<file path="config.mk">
export PLATFORM = sky130hd
export DESIGN_NAME = spi_slave_rx
export DESIGN_NICKNAME = d
export VERILOG_FILES = /design/src/rtl/spi_pkg.sv /design/src/rtl/spi_sync_edge.sv /design/src/rtl/spi_slave_rx.sv
export SDC_FILE = /design/constraint.sdc
export NUM_CORES = 1
export LEC_CHECK = 0
export BUFFER_PORTS_ARGS = -buffer_cell sky130_fd_sc_hd__buf_2
export CORE_UTILIZATION = 55
export DETAILED_ROUTE_END_ITERATION = 10
export GPL_TIMING_DRIVEN = 0
export MAX_ROUTING_LAYER = met4
export PLACE_DENSITY = 0.77
export SYNTH_ARGS = -nofsm -noshare
export SYNTH_HDL_FRONTEND = slang
export SYNTH_HIERARCHICAL = 1
export SYNTH_SLANG_ARGS = --single-unit
export TNS_END_PERCENT = 10
</file>
<file path="constraint.sdc">
create_clock -name clk -period 5.8 [get_ports clk]
set_clock_uncertainty 0.15 [all_clocks]
set_input_delay 1.16 -clock clk [delete_from_list [all_inputs] [get_ports clk]]
set_output_delay 1.16 -clock clk [all_outputs]
set_load 0.02 [all_outputs]
</file>
<file path="src/rtl/spi_pkg.sv">
// Shared widths, counter sizing and FSM states
// for the SPI slave receive path.
package spi_pkg;
  localparam int FRAME_W = 17;
  localparam int HDR_W   = 9;
  localparam int DATA_W  = FRAME_W - HDR_W;
  localparam int CNT_W   = $clog2(FRAME_W + 1);

  typedef enum logic [1:0] {
    IDLE,
    SHIFT,
    DONE
  } state_e;
endpackage

</file>
<file path="src/rtl/spi_sync_edge.sv">
// Multi-flop synchronizer for an async pin with
// single-cycle rise/fall pulses on the synced level.
module spi_sync_edge #(
  parameter int STAGES = 2
) (
  input  logic clk,
  input  logic rst_n,
  input  logic d_i,
  output logic rise_o,
  output logic fall_o
);
  logic [STAGES-1:0] sync_q;
  logic              prev_q;
  logic              lvl;

  assign lvl = sync_q[STAGES-1];

  always_ff @(posedge clk or negedge rst_n) begin
    if (!rst_n) begin
      sync_q <= '0;
      prev_q <= 1'b0;
    end else begin
      sync_q <= {sync_q[STAGES-2:0], d_i};
      prev_q <= lvl;
    end
  end

  assign rise_o = lvl & ~prev_q;
  assign fall_o = ~lvl & prev_q;
endmodule

</file>
<file path="src/rtl/spi_slave_rx.sv">
// SPI slave endpoint: oversampled frame receive with
// parallel header/data delivery and miso response.
module spi_slave_rx
  import spi_pkg::*;
#(
  parameter int SYNC_STAGES = 2
) (
  input  logic               clk,
  input  logic               rst_n,
  input  logic               scl,
  input  logic               ss,
  input  logic               mosi,
  output logic               miso,
  input  logic [FRAME_W-1:0] tx_word,
  input  logic               tx_valid,
  output logic               tx_taken,
  output logic [HDR_W-1:0]   rx_hdr,
  output logic [DATA_W-1:0]  rx_data,
  output logic               rx_valid,
  output logic               frame_err,
  output logic               busy
);
  logic scl_rise, scl_fall, ss_rise, ss_fall;
  logic [SYNC_STAGES-1:0] mosi_q;
  logic mosi_s, last_bit;

  state_e             state_q, state_d;
  logic [CNT_W-1:0]   cnt_q, cnt_d;
  logic [FRAME_W-1:0] rx_sr_q, rx_sr_d;
  logic [FRAME_W-1:0] tx_sr_q, tx_sr_d;
  logic               miso_q, miso_d;
  logic               taken_q, taken_d;
  logic [HDR_W-1:0]   hdr_q, hdr_d;
  logic [DATA_W-1:0]  data_q, data_d;
  logic               rxv_q, rxv_d;
  logic               ferr_q, ferr_d;
  logic               busy_q, busy_d;
  logic               ss_hi_q, ss_hi_d;

  spi_sync_edge #(.STAGES(SYNC_STAGES)) u_scl (
    .clk    (clk),
    .rst_n  (rst_n),
    .d_i    (scl),
    .rise_o (scl_rise),
    .fall_o (scl_fall)
  );

  spi_sync_edge #(.STAGES(SYNC_STAGES)) u_ss (
    .clk    (clk),
    .rst_n  (rst_n),
    .d_i    (ss),
    .rise_o (ss_rise),
    .fall_o (ss_fall)
  );

  // Same depth as the scl chain keeps mosi aligned to the fall pulse.
  assign mosi_s   = mosi_q[SYNC_STAGES-1];
  assign last_bit = scl_fall && (cnt_q == CNT_W'(FRAME_W - 1));
  assign ss_hi_d  = ss_rise ? 1'b1 : (ss_fall ? 1'b0 : ss_hi_q);

  always_comb begin
    state_d = state_q;
    cnt_d   = cnt_q;
    rx_sr_d = rx_sr_q;
    tx_sr_d = tx_sr_q;
    miso_d  = miso_q;
    taken_d = 1'b0;
    hdr_d   = hdr_q;
    data_d  = data_q;
    rxv_d   = 1'b0;
    ferr_d  = 1'b0;
    unique case (state_q)
      IDLE: begin
        miso_d = 1'b0;
        if (ss_fall) begin
          state_d = SHIFT;
          cnt_d   = '0;
          rx_sr_d = '0;
          tx_sr_d = tx_valid ? tx_word : '0;
          taken_d = tx_valid;
        end
      end
      SHIFT: begin
        if (cnt_q == CNT_W'(FRAME_W)) begin
          hdr_d   = rx_sr_q[FRAME_W-1:DATA_W];
          data_d  = rx_sr_q[DATA_W-1:0];
          rxv_d   = 1'b1;
          miso_d  = 1'b0;
          // ss may already have risen alongside the final bit
          state_d = (ss_hi_q || ss_rise) ? IDLE : DONE;
        end else begin
          if (scl_fall) begin
            rx_sr_d = {rx_sr_q[FRAME_W-2:0], mosi_s};
            cnt_d   = cnt_q + CNT_W'(1);
          end
          if (scl_rise) begin
            miso_d  = tx_sr_q[FRAME_W-1];
            tx_sr_d = {tx_sr_q[FRAME_W-2:0], 1'b0};
          end
          if (ss_rise && !last_bit) begin
            state_d = IDLE;
            ferr_d  = 1'b1;
            miso_d  = 1'b0;
          end
        end
      end
      DONE: begin
        miso_d = 1'b0;
        if (ss_rise) state_d = IDLE;
      end
      default: state_d = IDLE;
    endcase
    busy_d = (state_d != IDLE);
  end

  always_ff @(posedge clk or negedge rst_n) begin
    if (!rst_n) begin
      mosi_q  <= '0;
      state_q <= IDLE;
      cnt_q   <= '0;
      rx_sr_q <= '0;
      tx_sr_q <= '0;
      miso_q  <= 1'b0;
      taken_q <= 1'b0;
      hdr_q   <= '0;
      data_q  <= '0;
      rxv_q   <= 1'b0;
      ferr_q  <= 1'b0;
      busy_q  <= 1'b0;
      ss_hi_q <= 1'b0;
    end else begin
      mosi_q  <= {mosi_q[SYNC_STAGES-2:0], mosi};
      state_q <= state_d;
      cnt_q   <= cnt_d;
      rx_sr_q <= rx_sr_d;
      tx_sr_q <= tx_sr_d;
      miso_q  <= miso_d;
      taken_q <= taken_d;
      hdr_q   <= hdr_d;
      data_q  <= data_d;
      rxv_q   <= rxv_d;
      ferr_q  <= ferr_d;
      busy_q  <= busy_d;
      ss_hi_q <= ss_hi_d;
    end
  end

  assign miso      = miso_q;
  assign tx_taken  = taken_q;
  assign rx_hdr    = hdr_q;
  assign rx_data   = data_q;
  assign rx_valid  = rxv_q;
  assign frame_err = ferr_q;
  assign busy      = busy_q;
endmodule

</file>
* Word level (Yosys, flattened, before mapping)
Cells that the tools add are included.
** Cells by class
- Reduce and logical (&&, ||, !) cells :: 14
- $add $sub $neg :: 1
- Bitwise logic cells :: 8
- Eq/ne operators :: 9
- Muxes and demuxes :: 32
** Operators with widths (count)
- $mux W17 :: 7
- $pmux W17 S2 :: 2
- $mux W5 :: 3
- $mux W1 :: 12
- $eq A5 B5 Y1 const B :: 2
- $mux W2 :: 5
- $pmux W5 S2 :: 1
- $ne A2 B2 Y1 const B :: 4
- $reduce_and A4 Y1 :: 2
- $reduce_bool A2 Y1 :: 4
- $pmux W2 S3 :: 1
- $add A5 B1 Y5 const B :: 1
- $and A1 B1 Y1 :: 4
- $ne A4 B4 Y1 const B :: 1
- $not A1 Y1 :: 4
- $reduce_and A2 Y1 :: 2
- $eq A2 B1 Y1 const B :: 1
- $eq A2 B2 Y1 const B :: 1
- $logic_and A1 B1 Y1 :: 2
- $logic_not A2 Y1 :: 1
- $pmux W1 S2 :: 1
- $reduce_or A2 Y1 :: 1
- $logic_not A1 Y1 :: 1
- $logic_or A1 B1 Y1 :: 1
** Word-level totals
- Logic and storage cells :: 81
- Output and inout bits :: 22
- Register bits after elaboration :: 72
- Input bits :: 23

* Logic depth before layout (Yosys ltp)
Gate-level depths: netlist of the first run.
- Word-level depth :: 9
- Depth in mapped cells :: 7
- Depth with buffers taken out :: 5

* Hierarchy
Netlist of the first run, hierarchy kept.
** By module, submodules not included
- spi_slave_rx :: instances 1, cells each 258, area each 3019.1 um2
- spi_sync_edge :: instances 2, cells each 5, area each 90.1 um2

* Least setup slack after synthesis of the first run
OpenSTA, ideal clock, no wires.
- Path type :: input -> register
- From :: input port tx_valid
- To :: register tx_sr_q[10]
- Required time :: 5.586 ns
- Slack :: 3.593 ns
- Stages :: 5
- Data arrival time :: 1.993 ns
- Cells stage by stage :: clkbuf_1 clkbuf_1 nand2_1 o21ai_0 mux2_2
** On the way
- Word-level cells in the longest chain between the ends :: 3
** RTL lines
- from (decl) :: line spi_slave_rx.sv:15 : input logic tx_valid,
- $mux W17 :: line spi_slave_rx.sv:79 : tx_sr_d = tx_valid ? tx_word : '0;
- $mux W17 :: line spi_slave_rx.sv:75 : if (ss_fall) begin
- $pmux W17 S2 :: line spi_slave_rx.sv:72 : unique case (state_q)
- to (signal assigned) :: line spi_slave_rx.sv:136 : tx_sr_q <= tx_sr_d;
- to (decl) :: line spi_slave_rx.sv:30 : logic [FRAME_W-1:0] tx_sr_q, tx_sr_d;
Every way passes these cells. The select of a mux whose other input is x is not followed.
A chain may end at the register's enable or synchronous reset.

* Worst setup path after layout of the first run
- From :: register cnt_q[1]
- To :: register rx_sr_q[11]
** On the way
- Word-level cells in the longest chain between the ends :: 3
** RTL lines
- from (decl) :: line spi_slave_rx.sv:28 : logic [CNT_W-1:0] cnt_q, cnt_d;
- from (signal assigned) :: line spi_slave_rx.sv:134 : cnt_q <= cnt_d;
- $eq A5 B5 Y1 :: line spi_slave_rx.sv:84 : if (cnt_q == CNT_W'(FRAME_W)) begin
- $ne A2 B2 Y1 (no line)
- $reduce_and A4 Y1 (no line)
- to (signal assigned) :: line spi_slave_rx.sv:135 : rx_sr_q <= rx_sr_d;
- to (decl) :: line spi_slave_rx.sv:29 : logic [FRAME_W-1:0] rx_sr_q, rx_sr_d;
Every way passes these cells.

==> results of run 1 <==
==> logic make-up after synthesis <==
group,after synthesis,synth area share (%)
flip-flops,72,56.3
buffers and inverters,33,4.73
adder cells (fa/ha/maj),3,1.17
multiplexers,56,19.2
AO/OA/AOI/OAI,29,5.71
AND/OR/NAND/NOR,75,12.8
==> routing by layer <==
metal	vias up	GRT usage (%)
met5	-	-
met2	34	33.1
li1	1034	-
met3	10	3.95
met1	1055	27.5
met4	0	9.81
==> flip-flops by register name (all words and copies together) (netlist names), 2 cells and up <==
register,flops
rx_sr_q,17
rx_data,8
cnt_q,5
state_q,2
rx_hdr,9
u_scl/sync_q,2
mosi_q,2
tx_sr_q,17
u_ss/sync_q,2
==> final cells by class <==
cell class              instances  area, µm²
well taps                      72       90.1
fillers                       434       1800
repair buffers                 43        218
clock buffers                  12        155
plain buffers                  16       87.6
inverters                      17       63.8
multi-input cells             163       1250
clock inverters                 4       76.3
flip-flops and latches         72       1800
==> through the flow <==
step	power (W)	worst slack, ps	hold slack [ps]
after global placement	0.000825	3040	183
after global routing	0.00134	3430	214
after CTS	0.00129	3520	203
after floorplan	0.000770	3590	181
after detailed placement	0.000835	3330	186
final	0.00128	3550	203
==> placed cells by master (no fill, tap or decap), types with 10 or more instances in the layout <==
cell type  count
buf_2         46
clkbuf_8      11
dfrtp_1       72
inv_1         17
mux2_2        41
mux2i_1       14
nand2_1       28
nand3b_1      16
nor2_1        10
o21ai_0       18
==> power by group through the flow <==
stage          registers, W  logic [W]  clock network, W
2_1_floorplan      0.000612   0.000158                 0
5_1_grt            0.000620   0.000240          0.000476
6_report           0.000611   0.000215          0.000453
4_1_cts            0.000610   0.000218          0.000459
3_5_place_dp       0.000620   0.000216                 0
3_3_place_gp       0.000616   0.000208                 0
==> synthesized netlist by cell type <==
cell	n
nand2_2	1
nor3b_1	3
nand3b_1	16
or3b_4	1
nand4_1	1
buf_6	2
inv_1	17
nor2_1	10
a21oi_1	2
a31oi_1	1
or4_1	2
a2111oi_0	1
nor2b_1	3
o31ai_1	3
mux2i_1	14
nand2b_1	3
mux2_2	41
buf_4	2
a211oi_4	1
ha_1	3
nand3_1	3
clkbuf_1	8
o211ai_1	1
o21ai_0	18
and2b_2	2
o21ai_2	1
mux2i_2	1
a41oi_1	1
nand2_1	28
nor4bb_1	1
and2_1	1
buf_2	4
dfrtp_1	72
==> worst max path at each step <==
stage                   from          end  cells after the start
floorplan           tx_valid  tx_sr_q[10]                      5
global placement       rst_n   tx_sr_q[4]                      1
detailed placement  tx_valid  tx_sr_q[10]                      5
CTS                 cnt_q[1]  rx_sr_q[11]                      7
global route        cnt_q[1]   rx_sr_q[9]                      7
finish              cnt_q[1]  rx_sr_q[11]                      7
==> out/qor.csv, run 1 <==
stage;metric;value;unit
status;outcome;finished clean;
cts;CTS resizes;0;
layout;fin util;67.5;%
global_routing;initial antenna violation count;0;
setup_path;CP Launch Type;flop;
cts;Post-CTS Hold Buffers;0;
drt;initial DRC count;147;
global_routing;GRT Util Overall;21.4;%
cts;clk_lat worst skew;350;ps
layout;Layout Area Growth over Synthesis;16.9;%
floorplan;total core area;5540;µm²
sta;Final period util;38.8;%
drt;wire length on met3;145;µm
logic_synthesis;Mean Syn Cell Area;11.9;µm²
logic_synthesis;Gate Count Post-Synth;268;
drt;DR top layer;met4;
layout;Final Instance Area;3740;µm²
sta;Setup violations, final;0;
floorplan;IO Count;45;
drt;routed wire length;5.72;mm
place;area post-placement;3510;µm²
sta;max-slew violation count;0;
cts;TritonCTS clock tree;yes;
layout;ratio of cells with drive above 1 in the final layout;34.9;%
pwr;Seq pwr share;47.8;%
place;IO Port Bufs;43;
drt;met1 WL;2.67;mm
hold_path;worst hold path class;reg -> reg;
cts;CTS root buf;clkbuf_8;
place;dpl hpwl;3.70;mm
logic_synthesis;Net Count, Synth;294;
global_routing;grt ovf;0;
hold_path;Hold Path Origin;u_scl/sync_q[0];
drt;Detailed Routing Iterations Pass 1;4;
setup_path;Critical Path AT;2370;ps
pwr;combinational group share of total power;16.8;%
sta;RSZ-0062 raised after global routing;no;
cts;clock buffer depth;2;
sta;Setup TNS;0;ps
drt;DR vias/cell;5.35;
hold_path;Min-Delay Path Depth;0;
logic_synthesis;Synth area leader;dfrtp_1;
logic_synthesis;Yosys top cell area share;56.3;%
sta;Worst Tran Pin Value;866;ps
layout;Layout Cells excl Fill;399;
floorplan;Die W;78.3;µm
setup_path;worst reg2reg setup slack;3550;ps
logic_synthesis;Ys Warns;6;
setup_path;WP buf/inv;3;
logic_synthesis;library cells used by synthesis;33;
global_routing;first-pass GRT wire length;9.69;mm
drt;metal2 WL;2.78;mm
global_routing;vias in the first global route;2086;
hold_path;Hold Path Sink;u_scl/sync_q[1];
floorplan;site row count;27;
cts;Num CTS Buffers;9;
setup_path;Setup CP Type;reg -> reg;
floorplan;Die Ht;78.3;µm
logic_synthesis;Post-Syn Area;3200;µm²
sta;Slew HR;42.3;%
logic_synthesis;synthesis-stage register bit count;72;
cts;H-tree lvl count;3;
setup_path;Worst path max stage delay;590;ps
setup_path;Max stage delay cell, worst path;a211oi_4;
place;DP Cell Count;383;
layout;fin nets;348;
pwr;leak pwr;1.84;nW
drt;Post-DRT Antenna Nets;0;
setup_path;R2R cell count;7;
logic_synthesis;main area contributors after synthesis;dfrtp_1, mux2_2, mux2i_1;
pwr;Clk pwr share;35.4;%
setup_path;CP max FO;10;
drt;routed length per instance;14.3;µm
floorplan;die area;6130;µm²
sta;min Tclk post-route;2250;ps
setup_path;r2r startpoint;cnt_q[1];
setup_path;critical path's top delay family;compound AO/OA/AOI/OAI gates;
pwr;Cell Int Power;0.000939;W
cts;CTS clk-pin slew, worst paths;70;ps
pwr;VDD IR max;0.161;mV
floorplan;initial core utilization;57.7;%
logic_synthesis;sequential-to-total area share from yosys stat;56.3;%
pwr;switching share of power;26.6;%
setup_path;Worst setup EP type;flop;
global_routing;largest net degree at the start of global routing;73;
drt;DRC;0;
pwr;pwr/cell area;342;nW/µm²
sta;Fmax;444;MHz
cts;clock sinks;72;
drt;Vias;2133;
layout;n_diodes;0;
setup_path;CP Data Required Time;5920;ps
flow_run;max-capacitance violation count;0;
cts;Post-CTS Setup Bufs;0;
pwr;Sw Pwr;0.000339;W
place;routability cong.;0.738;
sta;Final Hold Viols;0;
setup_path;CP Cell Sequence;inv_1 -> ha_1 -> nor4bb_1 -> buf_2 -> a211oi_4 -> buf_6 -> mux2i_1;
setup_path;FF-to-FF End;rx_sr_q[11];
No activity file was read; power rests on OpenSTA's default activity.
==> run 2: changes to the inputs <==
Settings changed: ABC_AREA set to 1, CORE_UTILIZATION 55 to 51, PLACE_DENSITY 0.77 to 0.75.
Clock period 5.8 ns to 2 ns, I/O delays scaled along.
==> run 2 against run 1 <==
Fmax is 29% higher. Total power grew to 3.0 times the previous value. Largest power group unchanged. Critical path type unchanged. Clock power grew to 2.8 times the previous value. Combinational power grew to 3.5 times the previous value. Via count is 8.7% higher. Highest routed layer unchanged. Non-clock buffer count is 3 higher. Cell count is 15% higher.
==> out/qor.csv, run 2 <==
stage;metric;value;unit;change
setup_path;Max stage delay cell, worst path;dfrtp_1;;was a211oi_4
sta;Worst Tran Pin Value;871;ps;was 866 ps
floorplan;initial core utilization;52.7;%;was 57.7%
sta;Hold WS;4.20;ps;was 203 ps
floorplan;Die W;80.2;µm;was 78.3 µm
floorplan;Die Ht;80.2;µm;was 78.3 µm
layout;commonest non-fill, non-tap cells in the layout;nand2_1, dfrtp_1, buf_2;;was dfrtp_1, buf_2, mux2_2
sta;Final Hold Viols;0;;unchanged
place;dpl hpwl;3.84;mm;was 3.70 mm
sta;RSZ-0062 raised after global routing;no;;unchanged
setup_path;CP Launch Type;flop;;unchanged
pwr;combinational group share of total power;19.6;%;was 16.8%
cts;Num CTS Buffers;9;;unchanged
logic_synthesis;Post-synth EDFFs;0;;unchanged
logic_synthesis;main area contributors after synthesis;dfrtp_1, nand2_1, a22oi_2;;was dfrtp_1, mux2_2, mux2i_1
logic_synthesis;Gate Count Post-Synth;321;;was 268
pwr;VDD IR max;0.664;mV;was 0.161 mV
floorplan;site row count;28;;was 27
logic_synthesis;synthesis-stage register bit count;72;;unchanged
layout;fin nets;405;;was 348
global_routing;first-pass GRT wire length;9.69;mm;unchanged
pwr;leak pwr;1.89;nW;was 1.84 nW
logic_synthesis;Mean Syn Cell Area;9.72;µm²;was 11.9 µm²
drt;DR vias/cell;5.05;;was 5.35
drt;Post-DRT Antenna Nets;0;;unchanged
sta;final worst-path setup slack;250;ps;was 3550 ps
logic_synthesis;most numerous cell in the Yosys netlist;nand2_1;;was dfrtp_1
sta;max-slew violation count;0;;unchanged
floorplan;IO Count;45;;unchanged
global_routing;initial antenna violation count;0;;unchanged
logic_synthesis;most instantiated cells after synthesis;nand2_1, dfrtp_1, o21ai_1, inv_1, o21ai_2;;was dfrtp_1, mux2_2, nand2_1, o21ai_0, inv_1
setup_path;Worst setup EP type;flop;;unchanged
pwr;Sw Pwr;0.00114;W;was 0.000339 W
setup_path;CP Data Required Time;2130;ps;was 5920 ps
drt;Detailed Routing Iterations Pass 1;5;;was 4
global_routing;vias in the first global route;2124;;was 2086
global_routing;grt peak-use layer;met2;;unchanged
pwr;switching share of power;30.1;%;was 26.6%
layout;multi-input logic area;1110;µm²;was 1250 µm²
layout;most common cell after layout, fill and taps aside;nand2_1;;was dfrtp_1
drt;Vias;2318;;was 2133
pwr;pwr/cell area;1030;nW/µm²;was 342 nW/µm²
logic_synthesis;Net Count, Synth;347;;was 294
drt;routed wire length;5.77;mm;was 5.72 mm
layout;n_diodes;0;;unchanged
cts;CTS clk-pin slew, worst paths;80;ps;was 70 ps
pwr;Cell Int Power;0.00265;W;was 0.000939 W
logic_synthesis;Post-Syn Area;3120;µm²;was 3200 µm²
sta;min Tclk post-route;1750;ps;was 2250 ps
cts;H-tree lvl count;3;;unchanged
setup_path;Critical Path AT;1880;ps;was 2370 ps
drt;initial DRC count;144;;was 147
place;routability cong.;0.826;;was 0.738
setup_path;CP max FO;10;;unchanged
pwr;Clk pwr share;33.5;%;was 35.4%
setup_path;CP Cell Sequence;inv_1 -> ha_1 -> nand2_1 -> inv_1 -> nand2_2 -> nand2_1 -> nand2_1 -> o21ai_2 -> buf_4 -> nand2_1 -> o21ai_2;;was inv_1 -> ha_1 -> nor4bb_1 -> buf_2 -> a211oi_4 -> buf_6 -> mux2i_1
status;outcome;finished clean;;unchanged
setup_path;Worst path max stage delay;420;ps;was 590 ps
flow_run;max-capacitance violation count;0;;unchanged
setup_path;Setup CP Type;reg -> reg;;unchanged
layout;Layout Cells excl Fill;459;;was 399
logic_synthesis;Ys Warns;6;;unchanged
sta;Final period util;87.5;%;was 38.8%
sta;Setup violations, final;0;;unchanged
logic_synthesis;Synth area leader;dfrtp_1;;unchanged
pwr;Seq pwr share;46.9;%;was 47.8%
global_routing;met2 Use GR;30.1;%;was 33.1%
floorplan;total core area;5920;µm²;was 5540 µm²
global_routing;largest net degree at the start of global routing;73;;unchanged
cts;TritonCTS clock tree;yes;;unchanged
drt;DRC;0;;unchanged
hold_path;worst hold path class;in -> async;;was reg -> reg
place;DP Cell Count;440;;was 383
layout;Layout Area Growth over Synthesis;18.2;%;was 16.9%
global_routing;GRT Util Overall;20.8;%;was 21.4%
cts;clock sinks;72;;unchanged
place;Placement Setup Slack;257;ps;was 3330 ps
drt;routed length per instance;12.6;µm;was 14.3 µm
cts;clk_lat worst skew;340;ps;was 350 ps
place;area post-placement;3440;µm²;was 3510 µm²
logic_synthesis;Yosys top cell area share;57.7;%;was 56.3%
floorplan;die area;6440;µm²;was 6130 µm²
setup_path;Crit path top cell by count;nand2_1;;
global_routing;met1 usage;27.6;%;was 27.5%
cts;clock buffer depth;2;;unchanged
place;IO Port Bufs;44;;was 43
layout;ratio of cells with drive above 1 in the final layout;27.6;%;was 34.9%
logic_synthesis;Async S/R FF share, synth;100;%;unchanged
sta;Slew HR;41.9;%;was 42.3%
logic_synthesis;top_reg_cell synth;dfrtp_1;;unchanged
logic_synthesis;sequential-to-total area share from yosys stat;57.7;%;was 56.3%
sta;Fmax;571;MHz;was 444 MHz
global_routing;met3 usage;5.11;%;was 3.95%
layout;Seq. cell area;1800;µm²;unchanged
layout;FILL cells;509;;was 434
cts;CTS root buf;clkbuf_8;;unchanged
layout;Final Instance Area;3690;µm²;was 3740 µm²
logic_synthesis;library cells used by synthesis;27;;was 33
cts;CTS resizes;0;;unchanged
global_routing;grt ovf;0;;unchanged
-- run 2: changes by cell type after synthesis, sizes merged, moves of 4 or more --
cell    before  now
mux2i       15    0
buf          8   15
nand2       29  130
a22oi        0   16
nand3b      16    0
clkbuf       8    0
nand3        3    7
mux2        41    0
o21ai       19   40
-- run 2: layout make-up --
type	count	share of cell area, %
Sequential cell	72	48.9
Multi-Input combinational cell	216	30.2
Timing Repair Buffer	47	6.85
Buffer	15	3.66
Clock buffer	9	3.36
Clock inverter	7	2.61
Tap cell	75	2.54
Inverter	18	1.90
-- run 2: path summary, 6_finish.rpt --
check,start,endpoint,slack [ps],cells past startpoint
worst max-delay path,cnt_q[1],tx_sr_q[9],250,11
worst min-delay path,rst_n,rx_data[2],4,1
worst max register to register,cnt_q[1],tx_sr_q[9],250,11
worst min register to register,mosi_q[0],mosi_q[1],200,0
max in group asynchronous,rst_n,frame_err,1110,1
min in group clk,tx_word[0],tx_sr_q[0],150,3
-- run 2: per-stage QoR --
step / power (W) / utilization, % / setup TNS (ps)
after floorplan: 0.00235 / - / 0
after CTS: 0.00383 / 62.3 / 0
final: 0.00379 / 62.3 / 0
after global placement: 0.00252 / 58.0 / -148
after global routing: 0.00400 / 62.3 / 0
after detailed placement: 0.00255 / 58.1 / 0
-- run 2: layer usage --
metal | routed length (µm) | vias up
met2 | 2620 | 44
met4 | 93 | 0
met3 | 200 | 6
met1 | 2850 | 1121
li1 | - | 1147
met5 | 0 | -
-- run 2: critical path, delay by kind of cell, from the launching register on --
family / cells / cell delay [ps]
simple gates: 5 / 370
compound gates: 2 / 210
buf+inv: 3 / 410
flops: 1 / 420
fa+ha+maj: 1 / 140
-- run 2: cells by family after synthesis --
logic type | synth area share [%]
DFF | 57.7
adders and majority gates | 1.20
and+or+nand+nor | 20.2
AOI/OAI and AO/OA | 13.5
xor gates and xnor gates | 0.842
buffers and inverters | 6.58
-- run 2: what timing repair did --
item                      in CTS  in global routing
hold endpoints to repair       3                  0
hold buffers                   3                  0
setup buffers                  0                  0
-- run 2: power groups by stage --
| stage | clock [W] | sequential [W] | combinational [W] |
|---|---|---|---|
| floorplan | 0 | 0.00179 | 0.000560 |
| global placement | 0 | 0.00180 | 0.000729 |
| detailed placement | 0 | 0.00181 | 0.000744 |
| CTS | 0.00130 | 0.00178 | 0.000754 |
| global route | 0.00135 | 0.00181 | 0.000845 |
| finish | 0.00127 | 0.00178 | 0.000742 |
==> run 3: changes to the inputs <==
Settings changed: CORE_UTILIZATION 51 to 55, PLACE_DENSITY 0.75 to 0.77.
Clock period 2 ns to 1.8 ns, I/O delays scaled along.
==> run 3 against run 2 <==
The run now ends with negative hold slack left. Combinational power up 30%. Utilization up 6.1 points. Critical endpoint is now tx_sr_q[13]. Routed wire length up 4.3%.
==> out/qor.csv, run 3 (synthesis gave the netlist of run 2 again) <==
stage;metric;value;unit;change
sta;Worst Tran Pin Value;870;ps;was 871 ps
global_routing;GRT Util Overall;22.2;%;was 20.8%
setup_path;CP Launch Type;flop;;unchanged
setup_path;R2R cell count;10;;was 11
sta;Slew HR;42.0;%;was 41.9%
sta;RSZ-0062 raised after global routing;yes;;was no
setup_path;Setup CP Type;reg -> reg;;unchanged
setup_path;Worst setup EP type;flop;;unchanged
floorplan;total core area;5470;µm²;was 5920 µm²
global_routing;grt peak-use layer;met2;;unchanged
setup_path;worst reg2reg setup slack;80;ps;was 250 ps
flow_run;max-capacitance violation count;0;;unchanged
drt;Post-DRT Antenna Nets;0;;unchanged
layout;fin nets;411;;was 405
setup_path;CP max FO;5;;was 10
global_routing;first-pass GRT wire length;9.89;mm;was 9.69 mm
global_routing;met1 usage;26.3;%;was 27.6%
status;violated checks;negative hold slack;;
cts;clk_lat worst skew;340;ps;about the same
status;outcome;finished, violations left;;was finished clean
global_routing;initial antenna violation count;0;;unchanged
sta;Hold WS;-20.7;ps;was 4.20 ps
layout;most common cell after layout, fill and taps aside;nand2_1;;unchanged
cts;clock buffer depth;2;;unchanged
pwr;pwr/cell area;1100;nW/µm²;was 1030 nW/µm²
sta;min Tclk post-route;1720;ps;was 1750 ps
setup_path;r2r startpoint;cnt_q[0];;was cnt_q[1]
floorplan;Die Ht;77.3;µm;was 80.2 µm
layout;FILL cells;437;;was 509
cts;clock sinks;72;;unchanged
sta;final worst-path setup slack;80.0;ps;was 250 ps
setup_path;Critical Path AT;1800;ps;was 1880 ps
cts;TritonCTS clock tree;yes;;unchanged
hold_path;worst hold path class;in -> async;;unchanged
global_routing;largest net degree at the start of global routing;73;;unchanged
drt;routed length per instance;13.0;µm;was 12.6 µm
global_routing;vias in the first global route;2237;;was 2124
place;dpl hpwl;3.84;mm;about the same
cts;CTS clk-pin slew, worst paths;70;ps;was 80 ps
cts;H-tree lvl count;3;;unchanged
layout;n_diodes;0;;unchanged
global_routing;met2 Use GR;35.6;%;was 30.1%
setup_path;CP Data Required Time;1880;ps;was 2130 ps
drt;Vias;2325;;was 2318
global_routing;met3 usage;6.19;%;was 5.11%
drt;initial DRC count;152;;was 144
sta;Final Hold Viols;16;;was 0
cts;Num CTS Buffers;9;;unchanged
pwr;VDD IR max;0.653;mV;was 0.664 mV
cts;CTS root buf;clkbuf_8;;unchanged
sta;Setup violations, final;0;;unchanged
pwr;leak pwr;1.92;nW;was 1.89 nW
floorplan;die area;5980;µm²;was 6440 µm²
place;DP Cell Count;437;;was 440
place;routability cong.;0.778;;was 0.826
sta;Final period util;95.6;%;was 87.5%
floorplan;Die W;77.3;µm;was 80.2 µm
place;IO Port Bufs;44;;unchanged
layout;Layout Area Growth over Synthesis;19.8;%;was 18.2%
floorplan;site row count;27;;was 28
sta;Fmax;581;MHz;was 571 MHz
drt;DRC;0;;unchanged
drt;Detailed Routing Iterations Pass 1;4;;was 5
layout;commonest non-fill, non-tap cells in the layout;nand2_1, dfrtp_1, buf_2;;unchanged
floorplan;IO Count;45;;unchanged
sta;max-slew violation count;0;;unchanged
drt;DR vias/cell;5.03;;was 5.05
drt;routed wire length;6.02;mm;was 5.77 mm
floorplan;initial core utilization;57.0;%;was 52.7%
layout;ratio of cells with drive above 1 in the final layout;29.0;%;was 27.6%
setup_path;FF-to-FF End;tx_sr_q[13];;was tx_sr_q[9]
layout;Layout Cells excl Fill;462;;was 459
global_routing;grt ovf;0;;unchanged
place;Placement Setup Slack;1.95;ps;was 257 ps
[run 3: changes by cell type in the layout (fill, tap and decap cells not counted), sizes merged]
| cell | previous run | this run |
|---|---|---|
| bufinv | 2 | 0 |
| buf | 59 | 64 |
| clkinv | 2 | 3 |
| o21ai | 40 | 41 |
| clkbuf | 9 | 13 |
| clkinvlp | 3 | 0 |
[run 3: how the worst max path moves through the flow]
stage | from | end | cells after the start
global placement | rst_n | rx_data[1] | 1
finish | cnt_q[0] | tx_sr_q[13] | 10
floorplan | cnt_q[0] | tx_sr_q[10] | 10
global route | state_q[0] | rx_sr_q[13] | 6
detailed placement | cnt_q[1] | tx_sr_q[9] | 11
CTS | cnt_q[1] | tx_sr_q[7] | 10
[run 3: metal layers]
layer	part of all wire (%)	vias to the layer above
li1	-	1163
met1	45	1106
met2	49	47
met3	4.0	9
met4	1.5	0
met5	0	-
[run 3: area by class of cell]
class                      count  area (µm²)  share of cell area, %
tap                           72        90.1                   2.41
buffer                        15         156                   4.18
multi-input combinational    217        1140                   30.6
sequential                    72        1800                   48.2
clock buffer                  13         169                   4.52
timing repair buffer          52         294                   7.86
clock inverter                 3        15.0                  0.401
inverter                      18        70.1                   1.87
[run 3: report_power, final]
group / leakage (nW) / switching (W) / total, W / internal (W)
Clock: 0.0992 / 0.000571 / 0.00118 / 0.000607
Combinational: 0.860 / 0.000549 / 0.000967 / 0.000418
Sequential: 0.964 / 0.000142 / 0.00197 / 0.00183
Total: 1.92 / 0.00126 / 0.00411 / 0.00285
[run 3: critical path, stage by stage, from the launching register on]
cell     delay, ps
dfrtp_1        410
ha_1           210
nand2_1         60
inv_1           60
nand2_2        120
nand2_2         70
nand2_2         90
o21ai_4        110
buf_4          200
nand2_1         70
o21ai_2         50
[run 3: repair_timing]
item	4_1_cts	5_1_grt
gates resized for setup	2	11
gates cloned	0	3
buffers inserted	0	3
hold buffers	3	0
endpoints found under the hold margin	3	0
setup endpoints to repair	2	48
[run 3: per-stage QoR]
stage,power (W),TNS (ps),hold slack [ps],utilization [%],area (µm²)
after detailed placement,0.00284,0,185,62.7,3430
after floorplan,0.00261,0,-85.6,-,3120
after global routing,0.00432,-97.5,71.4,68.3,3740
after global placement,0.00281,-12020,183,62.7,3430
after CTS,0.00402,0,27.6,66.8,3650
final,0.00411,0,-20.7,68.3,3740
